--- config.mk ---
export PLATFORM = sky130hd
export DESIGN_NAME = up_down_counter_with_load
export DESIGN_NICKNAME = d
export VERILOG_FILES = /design/src/rtl/up_down_counter_with_load.sv
export SDC_FILE = /design/constraint.sdc
export NUM_CORES = 1
export LEC_CHECK = 0
export BUFFER_PORTS_ARGS = -buffer_cell sky130_fd_sc_hd__clkbuf_2
export CAP_MARGIN = 20
export CORE_AREA = 2 2 39 41
export CTS_BUF_LIST = sky130_fd_sc_hd__clkbuf_4
export CTS_CLUSTER_SIZE = 12
export DETAILED_ROUTE_END_ITERATION = 7
export DIE_AREA = 0 0 41 43
export RECOVER_POWER = 100
export SYNTH_ARGS = -nofsm -noshare
export SYNTH_HDL_FRONTEND = slang
export SYNTH_SLANG_ARGS = --single-unit
--- constraint.sdc ---
create_clock -name clk -period 1.8 [get_ports clk]
set_input_delay 0.09 -clock clk [delete_from_list [all_inputs] [get_ports clk]]
set_output_delay 0.09 -clock clk [all_outputs]
set_load 0.02 [all_outputs]
--- src/rtl/up_down_counter_with_load.sv ---
// Up/down binary counter with synchronous parallel load.
// The count wraps modulo 2^WIDTH, and load takes priority over counting.
module up_down_counter_with_load #(
  parameter int WIDTH = 4
) (
  input  logic             clk,
  input  logic             reset,
  input  logic             load_en,
  input  logic [WIDTH-1:0] load_data,
  input  logic             up_dnb,
  output logic [WIDTH-1:0] cnt
);

  logic [WIDTH-1:0] cnt_p0;
  logic [WIDTH-1:0] next_p0;

  // Unsigned add/subtract of one; overflow bits are dropped so both ends wrap.
  function automatic logic [WIDTH-1:0] step_wrap(input logic [WIDTH-1:0] v,
                                                 input logic             up);
    logic [WIDTH-1:0] one;
    one = {{(WIDTH-1){1'b0}}, 1'b1};
    return up ? (v + one) : (v - one);
  endfunction

  always_comb begin
    next_p0 = step_wrap(cnt_p0, up_dnb);
    if (load_en) next_p0 = load_data;
  end

  // Stage p0: the only state in the block; reset wins over load and count.
  always_ff @(posedge clk or posedge reset) begin
    if (reset) cnt_p0 <= '0;
    else       cnt_p0 <= next_p0;
  end

  assign cnt = cnt_p0;

endmodule

# After elaboration in Yosys (flattened, before gate mapping)
# Cells that the tools add are included.
# totals
ff_bits,4
elab_cells,5
input_bits,8
output_inout_bits,4
# classes
muxes,2
addsub,2
# op_table
operator,n
2-to-1 mux 4 bit,2
adder 4 x 1 -> 4 bit (second input constant),1
subtractor 4 x 1 -> 4 bit (second input constant),1

# Longest topological paths before layout
# Gate-level depths: netlist of run 1.
# depth
ltp_word,3
depth_mapped,5
depth_no_buf,5

# Worst setup path after synthesis of run 1
# OpenSTA, ideal clock, no wires.
# synth_timing
path_type,register to register
from,"register cnt_p0[2], in the netlist cnt[2]"
to,"register cnt_p0[3], in the netlist cnt[3]"
setup_time_ns,0.099
stages_incl_launch_ff,5
n_path_buf,0
slack_ns,0.448
arrival_time_ns,1.252
period_less_slack_ns,1.352
required_ns,1.701
cell_sequence,dfrtp_1 > ha_1 > a21oi_1 > a211oi_1 > a311oi_1
# synth_between
elab_chain_cells,3
elab_cells_between_ends,4
cone_classes,add/sub: 2; mux: 2
# synth_lines
element,line_no,source
"start, declared",14,logic [WIDTH-1:0] cnt_p0;
"start signal, assigned",33,else cnt_p0 <= next_p0;
subtractor 4 x 1 -> 4 bit / adder 4 x 1 -> 4 bit (equally long branches),22,return up ? (v + one) : (v - one);
2-to-1 mux 4 bit (*),22,
2-to-1 mux 4 bit (*),27,if (load_en) next_p0 = load_data;
via next_p0[3],15,logic [WIDTH-1:0] next_p0;
# Mark *: on every way through the listed nets, which the timed path passes. The rest lies on a longest branch.

# Final worst setup path of run 1
# Same ends and word-level chain as after synthesis.

==> flow_metrics.py, run 1 <==
metrics = {
    "synthesis": {
        "syn_area_per_cell_um2": 10.8,
        "synth.cell_area_um2": 238,
        "yosysUniqueCellTypes": 14,
        "netlist.area_leader.share": 0.421,
        "ys_seq_elements": 4,
        "syn-num-nets": 33,
        "ys_seq_area_frac": 0.421,
        "synth_area_leader_cell": "dfrtp_1",
        "yosys-top-cells-area": "dfrtp_1 (42%), ha_1 (11%), fa_1 (8.4%)",
        "synth_warnings": 0,
        "syn-instance-count": 22,
    },
    "pwr": {
        "leakage_uw": 0.000158,
        "share_seq_of_total_power": 0.349,
        "pwr-share-clk": 0.312,
        "p_per_area_mw_per_mm2": 1040,
        "switchingPower_uw": 120,
        "p_int_uw": 235,
        "switching_share": 0.339,
        "vdd_drop_max_uv": 547,
        "combPwrFrac": 0.339,
        "total_power_uw": 355,
    },
    "worst_setup_path": {
        "slowest_stage": "dfrtp_1",
        "cp_slowest_stage_delay_ns": 0.37,
        "end_kind": "register",
        "path_buf_inv": 0,
        "worstPathRequired_ns": 1.93,
        "r2r-end": "cnt[3]",
        "cp_top_family": "compound AO/OA/AOI/OAI gates",
        "critPathArrivalTime_ns": 1.50,
        "critical_path_peak_fanout": 3,
        "critPathKind": "register to register",
        "timing.rr.start": "cnt[2]",
        "cp_num_cells": 4,
        "critPathLaunchType": "register",
        "path_cells": "ha_1 -> a21oi_1 -> a211oi_1 -> a311oi_1",
        "startpoint": "cnt[2]",
        "crit_end": "cnt[3]",
        "reg2reg_depth": 4,
        "r2r_slack_ns": 0.44,
    },
    "clocking": {
        "cts_resized": 0,
        "clk_pin_slew_ns": 0.04,
        "post_cts_buffers": 0,
        "worstSkewPairLatency_ns": 0.23,
        "cts_hold_buf": 1,
        "cts_tree": "built",
        "clock_sinks": 4,
        "cts_buffer_depth": 2,
        "root_buffer": "clkbuf_4",
        "cts_buffers": 3,
        "htree_levels": 1,
    },
    "layout": {
        "diodes": 0,
        "seq_area_um2": 100,
        "nNetsFinal": 50,
        "syn2layout_area_growth_pct": 43.2,
        "fill_cells": 165,
        "largest_reg_flops": 4,
        "drive_gt1_frac": 0.297,
        "multi_input_area_um2": 130,
        "final_cell_mix": "clkbuf_2 (7), dfrtp_1 (4), clkbuf_1 (4)",
        "final_common_cell": "clkbuf_2",
    },
    "run": {
        "maxCapViolations": 0,
    },
    "place": {
        "numPortBuffers": 11,
        "routabilityCongestion": 0.719,
        "dp_hpwl_um": 419,
    },
    "route": {
        "routed_wl_um": 507,
        "ant_nets": 0,
        "drt_iter0_markers": 2,
        "vias": 209,
        "via_per_inst": 3.94,
        "wl_per_cell_um": 9.57,
        "drc": 0,
        "dr.pass1.iters": 2,
    },
    "sta": {
        "fmaxAchievable_ghz": 0.734,
        "rsz0062_at_grt": "no",
        "finalSetupViolCount": 0,
        "period_share": 0.757,
        "maxSlewViolCount": 0,
        "min_period_ns": 1.36,
        "tightest_slew_ns": 0.264,
        "clock_skew_ns": 0.00230,
        "finalSetupTns_ns": 0,
        "hold_viol_final": 0,
        "slew_headroom": 0.825,
    },
    "floorplan": {
        "die_area_mm2": 0.00176,
        "ioPinCount": 12,
        "rows": 14,
        "die_y_um": 43,
        "start_util": 0.172,
        "core-area_mm2": 0.00138,
        "die_x_um": 41,
    },
    "status": {
        "status": "completed",
    },
    "global_route": {
        "gr-usage-all-layers": 0.0756,
        "first_global_vias": 217,
        "grt_max_degree": 9,
        "grt-ovfl-total": 0,
        "grt_antenna_before_repair": 0,
        "grt_pass1_wl_um": 841,
    },
    "worst_hold_path": {
        "hold_class": "input port to register",
    },
}
==> worst min-delay path by stage <==
stage | from | to | slack (ns) | cells past startpoint
after global placement | reset | cnt[0] | -0.04 | 2
after global routing | load_data[2] | cnt[2] | 0.05 | 3
after detailed placement | reset | cnt[2] | -0.04 | 2
final | load_data[2] | cnt[2] | 0.06 | 3
after CTS | load_data[2] | cnt[2] | 0.06 | 3
after floorplan | reset | cnt[0] | -0.14 | 1
==> power groups by stage <==
stage | Sequential [uW] | Clock, uW | Combinational (uW)
floorplan | 148 | 0 | 60.4
detailed placement | 126 | 0 | 126
global route | 129 | 130 | 132
global placement | 126 | 0 | 121
finish | 124 | 111 | 121
CTS | 125 | 116 | 128
==> per-layer routing <==
layer  global-route usage  wire length (um)  vias to the layer above
met4               0.0200                 0                        0
met5                    0                 0                        -
met1               0.0814               195                       92
met2                0.106               245                       11
met3               0.0681                66                        0
li1                     -                 -                      106
==> worst reg2reg max path, delay by kind of cell, from the launching register on <==
| kind | cells | cell delay [ns] |
|---|---|---|
| flip-flops | 1 | 0.37 |
| AO/OA/AOI/OAI | 3 | 0.59 |
| adder cells (fa/ha/maj) | 1 | 0.32 |
==> stage by stage <==
stage | cells | utilization | cell area [um^2] | hold WS [ns] | worst slack, ns
2_1_floorplan | 22 | - | 238 | -0.144 | 0.448
3_3_place_gp | 49 | 0.226 | 313 | -0.0351 | 0.511
3_5_place_dp | 49 | 0.226 | 313 | -0.0377 | 0.438
4_1_cts | 53 | 0.250 | 345 | 0.0579 | 0.433
5_1_grt | 53 | 0.246 | 340 | 0.0541 | 0.390
6_report | 53 | 0.246 | 340 | 0.0637 | 0.438
==> synth_stat cells <==
library cell	number
a211oi_1	1
xnor2_1	1
mux2_2	1
dfrtp_1	4
ha_1	2
o21ai_0	2
fa_1	1
a21oi_1	1
nand3_1	1
xor2_1	1
a311oi_1	1
nor2b_1	2
inv_1	2
nand2_1	2
==> cell type report <==
cell class                 count  share of cell area
multi-input combinational     16               0.382
sequential                     4               0.294
timing repair buffer          12               0.176
clock buffer                   3              0.0662
tap                           16              0.0588
inverter                       2              0.0221
==> kinds of logic after synthesis <==
group | Yosys count | share of synthesized area
and+or+nand+nor | 5 | 0.105
buffers and inverters | 2 | 0.0316
DFF | 4 | 0.421
muxes | 1 | 0.0474
AOI/OAI and AO/OA | 5 | 0.132
adders and majority gates | 3 | 0.189
xor gates and xnor gates | 2 | 0.0737
(Power assumes the default switching activity.)
==> run 2, diff against run 1 <==
==> constraint.sdc (replaced) <==
create_clock -name clk -period 1.3 [get_ports clk]
set_input_delay 0.065 -clock clk [delete_from_list [all_inputs] [get_ports clk]]
set_output_delay 0.065 -clock clk [all_outputs]
set_load 0.02 [all_outputs]
==> flow_metrics.py, run 2 (synthesized netlist as in run 1, its figures left out) <==
metrics = {
    "worst_setup_path": {
        "cp_slowest_stage_delay_ns": 0.45,
        "critical_path_peak_fanout": 4,
        "path_cells": "fa_1 -> mux2_2",
        "cp_top_family": "adder cells",
        "critPathArrivalTime_ns": 1.37,
        "worstPathRequired_ns": 1.41,
        "critPathKind": "register to register",
        "path_buf_inv": 0,
        "end_kind": "register",
        "slowest_stage": "fa_1",
        "critPathLaunchType": "register",
    },
    "route": {
        "drc": 0,
        "ant_nets": 0,
        "routed_wl_um": 479,
        "wl_per_cell_um": 9.04,
        "drt_iter0_markers": 0,
        "vias": 210,
        "dr.pass1.iters": 1,
        "via_per_inst": 3.96,
    },
    "floorplan": {
        "ioPinCount": 12,
        "die_y_um": 43,
        "die_area_mm2": 0.00176,
        "start_util": 0.172,
        "rows": 14,
        "core-area_mm2": 0.00138,
        "die_x_um": 41,
    },
    "place": {
        "numPortBuffers": 11,
        "routabilityCongestion": 0.684,
        "dpl_cell_area_um2": 332,
        "dp_hpwl_um": 408,
    },
    "clocking": {
        "cts_tree": "built",
        "cts_buffers": 3,
        "cts_buffer_depth": 2,
        "cts_resized": 0,
        "worstSkewPairLatency_ns": 0.23,
        "htree_levels": 1,
        "root_buffer": "clkbuf_4",
        "post_cts_buffers": 0,
        "clk_pin_slew_ns": 0.04,
        "clock_sinks": 4,
    },
    "layout": {
        "diodes": 0,
        "syn2layout_area_growth_pct": 51.1,
        "fill_cells": 146,
        "final_area_um2": 359,
        "final_cell_mix": "clkbuf_2 (7), clkbuf_1 (4), clkbuf_4 (3)",
        "nNetsFinal": 50,
        "final_common_cell": "clkbuf_2",
        "drive_gt1_frac": 0.405,
        "postLayoutCoreUtil": 0.259,
        "largest_reg_flops": 4,
    },
    "pwr": {
        "leakage_uw": 0.000156,
        "p_per_area_mw_per_mm2": 1420,
        "vdd_drop_max_uv": 507,
    },
    "sta": {
        "hold_viol_final": 0,
        "finalSetupViolCount": 0,
        "finalSetupTns_ns": 0,
        "rsz0062_at_grt": "no",
        "fmaxAchievable_ghz": 0.798,
        "timing.hold.ws_ns": 0.0400,
        "tightest_slew_ns": 0.244,
        "slew_headroom": 0.836,
        "maxSlewViolCount": 0,
        "clock_skew_ns": 0.00135,
        "min_period_ns": 1.25,
        "period_share": 0.965,
    },
    "global_route": {
        "grt_pass1_wl_um": 759,
        "first_global_vias": 208,
        "grt_max_degree": 9,
        "grt-ovfl-total": 0,
        "gr-usage-all-layers": 0.0697,
        "grt_antenna_before_repair": 0,
    },
    "worst_hold_path": {
        "hold_class": "input port to register",
    },
    "status": {
        "status": "completed",
    },
    "run": {
        "maxCapViolations": 0,
    },
}
## run 2: changes by cell type in the layout (fill, tap and decap cells not counted)
cell	delta
a21oi_1	-1
a21oi_2	+1
dfrtp_1	-2
dfrtp_2	+2
ha_1	-1
ha_4	+1
## run 2: stage by stage
stage	std cells	setup WS, ns	power, uW
3_5_place_dp	49	0.0340	369
4_1_cts	53	0.0272	536
6_report	53	0.0461	511
2_1_floorplan	22	0.0211	309
5_1_grt	53	0.00354	550
3_3_place_gp	49	0.0371	368
## run 2: layout make-up
class	instances	area [um^2]	area share
flip-flops and latches	4	103	0.286
multi-input cells	16	146	0.408
inverters	2	7.51	0.0209
clock buffers	3	22.5	0.0627
repair buffers	12	60.1	0.167
well taps	16	20.0	0.0557
## run 2: power breakdown
part	switching (uW)	leakage, uW	internal, uW
Combinational	99.3	0.0000977	83.8
Sequential	23.1	0.0000446	153
Clock	48.2	0.0000138	103
Total	171	0.000156	340
## run 2: worst paths after layout
check | start | slack, ns | to | cells after the start
max in group asynchronous | reset | 0.89 | cnt[2] | 3
worst min-delay path | load_data[0] | 0.04 | cnt[0] | 3
worst max register to register | cnt[0] | 0.05 | cnt[1] | 2
worst min register to register | cnt[0] | 0.51 | cnt[0] | 1
worst max-delay path | cnt[0] | 0.05 | cnt[1] | 2
min in group asynchronous | reset | 0.24 | cnt[3] | 3
## run 2: timing repair
| item | CTS | global route |
|---|---|---|
| hold buffers | 1 | 0 |
| endpoints found under the hold margin | 4 | 0 |
| setup endpoints to repair | 0 | 1 |
## run 2: routing by layer
layer	global-route usage	vias up	wire length, um
li1	-	108	-
met1	0.0754	95	196
met2	0.0938	7	239
met3	0.0209	0	43
met4	0.0800	0	0
met5	0	-	0
## run 2: worst register-to-register path: stages (launching register included)
cell,delay (ns)
dfrtp_2,0.42
fa_1,0.45
mux2_2,0.26
==> run 3, diff against run 2 <==
--- a/config.mk
+++ b/config.mk
@@ -5,6 +5,7 @@
 export SDC_FILE = /design/constraint.sdc
 export NUM_CORES = 1
 export LEC_CHECK = 0
+export ABC_AREA = 1
 export BUFFER_PORTS_ARGS = -buffer_cell sky130_fd_sc_hd__clkbuf_2
 export CAP_MARGIN = 20
 export CORE_AREA = 2 2 39 41
==> flow_metrics.py, run 3 <==
metrics = {
    "synthesis": {
        "ys_seq_area_frac": 0.398,
        "synth_area_leader_cell": "dfrtp_1",
        "synth_edf_count": 0,
        "ys_seq_elements": 4,
        "netlist.area_leader.share": 0.398,
        "synth_warnings": 0,
        "synth-async-reset-ratio": 1.00,
        "yosys_most_used_dff": "dfrtp_1",
        "yosys-top-cells-area": "dfrtp_1 (40%), nand2_1 (18%), ha_1 (10%)",
        "yosysMostFrequentCell": "nand2_1",
        "syn-instance-count": 31,
        "yosysUniqueCellTypes": 10,
        "syn_area_per_cell_um2": 8.11,
        "syn-num-nets": 42,
        "ys_top_cells_by_count": "nand2_1 (12), inv_1 (5), dfrtp_1 (4), nand3_1 (3), ha_1 (2)",
        "synth.cell_area_um2": 251,
    },
    "run": {
        "maxCapViolations": 0,
    },
    "layout": {
        "syn2layout_area_growth_pct": 40.8,
        "final_common_cell": "nand2_1",
        "diodes": 0,
        "drive_gt1_frac": 0.239,
        "nNetsFinal": 59,
        "largest_reg_flops": 4,
        "final_cell_mix": "nand2_1 (12), clkbuf_2 (7), inv_1 (5)",
    },
    "floorplan": {
        "die_y_um": 43,
        "core-area_mm2": 0.00138,
        "start_util": 0.182,
        "die_x_um": 41,
        "rows": 14,
        "ioPinCount": 12,
        "die_area_mm2": 0.00176,
    },
    "sta": {
        "maxSlewViolCount": 0,
        "rsz0062_at_grt": "no",
        "min_period_ns": 1.19,
        "period_share": 0.915,
        "tightest_slew_ns": 0.260,
        "finalSetupTns_ns": 0,
        "fmaxAchievable_ghz": 0.841,
        "clock_skew_ns": 0.000489,
        "slew_headroom": 0.827,
        "finalSetupViolCount": 0,
        "hold_viol_final": 0,
        "timing.hold.ws_ns": 0.0347,
    },
    "worst_setup_path": {
        "r2r-end": "cnt[3]",
        "reg2reg_depth": 5,
        "critPathArrivalTime_ns": 1.31,
        "critPathKind": "register to register",
        "critical_path_peak_fanout": 3,
        "worstPathRequired_ns": 1.42,
        "crit_end": "cnt[3]",
        "startpoint": "cnt[2]",
        "critPathLaunchType": "register",
        "timing.rr.start": "cnt[2]",
        "end_kind": "register",
        "r2r_slack_ns": 0.11,
    },
    "clocking": {
        "cts_resized": 0,
        "clk_pin_slew_ns": 0.04,
        "post_cts_buffers": 0,
        "cts_hold_buf": 1,
        "cts_tree": "built",
        "root_buffer": "clkbuf_4",
        "clock_sinks": 4,
        "cts_buffers": 3,
        "cts_buffer_depth": 2,
        "worstSkewPairLatency_ns": 0.23,
        "htree_levels": 1,
    },
    "route": {
        "drt_iter0_markers": 1,
        "dr.pass1.iters": 2,
        "drc": 0,
        "wl_per_cell_um": 7.58,
        "via_per_inst": 3.77,
        "ant_nets": 0,
        "routed_wl_um": 470,
        "vias": 234,
    },
    "place": {
        "numPortBuffers": 11,
        "dp_hpwl_um": 418,
        "routabilityCongestion": 0.756,
    },
    "pwr": {
        "leakage_uw": 0.000196,
        "p_per_area_mw_per_mm2": 1330,
        "vdd_drop_max_uv": 549,
    },
    "global_route": {
        "grt-ovfl-total": 0,
        "grt_pass1_wl_um": 869,
        "grt_max_degree": 8,
        "grt_antenna_before_repair": 0,
        "first_global_vias": 244,
        "gr-usage-all-layers": 0.0765,
    },
    "status": {
        "status": "completed",
    },
    "worst_hold_path": {
        "hold_class": "input port to register",
    },
}
## run 3: worst max-delay path, cell delays in order (launching register included)
cell and delay [ns]:
dfrtp_1 0.37, ha_1 0.33, a21oi_2 0.17, nand3_1 0.09
nand3_1 0.08, nand2_1 0.05
## run 3: worst min-delay path by stage
stage | from | endpoint | slack [ns] | depth (start not counted)
finish | load_data[3] | cnt[3] | 0.03 | 3
global route | load_data[3] | cnt[3] | 0.04 | 3
CTS | load_data[3] | cnt[3] | 0.02 | 3
detailed placement | reset | cnt[3] | -0.06 | 2
global placement | reset | cnt[3] | -0.06 | 2
floorplan | reset | cnt[0] | -0.17 | 1
## run 3: kinds of logic (layout without fill, tap and decap cells)
family	count (synthesis)	in the layout	share of synthesized area
AO/OA/AOI/OAI	3	3	0.0746
XOR/XNOR	1	1	0.0348
adder cells (fa/ha/maj)	3	3	0.179
buffers and inverters	5	20	0.0746
flip-flops	4	4	0.398
AND/OR/NAND/NOR	15	15	0.239
## run 3: final cells by class
| class | instances | area, um^2 |
|---|---|---|
| fill | 153 | 1030 |
| multi-input combinational | 22 | 133 |
| sequential | 4 | 100 |
| timing repair buffer | 12 | 60.1 |
| clock buffer | 3 | 22.5 |
| tap | 16 | 20.0 |
| inverter | 5 | 18.8 |
## run 3: report_power, final
group          internal [uW]  switching (uW)  leakage [uW]  total [uW]
sequential               146            16.1     0.0000477         162
clock                    103            47.2     0.0000138         150
combinational           63.6            94.4      0.000134         158
total                    313             158      0.000196         471
## run 3: routing by layer
layer / track usage / routed length [um] / vias up
li1: - / - / 126
met1: 0.0809 / 180 / 101
met2: 0.109 / 248 / 7
met3: 0.0209 / 42 / 0
met4: 0.0800 / 0 / 0
met5: 0 / 0 / -
## run 3: metrics by stage
stage | std cells | utilization | power, uW | setup slack (ns) | area [um^2]
CTS | 62 | 0.259 | 493 | 0.0953 | 359
detailed placement | 58 | 0.236 | 330 | 0.100 | 327
global placement | 58 | 0.236 | 327 | 0.121 | 327
finish | 62 | 0.256 | 471 | 0.110 | 354
floorplan | 31 | - | 277 | 0.0544 | 251
global route | 62 | 0.256 | 521 | 0.0208 | 354
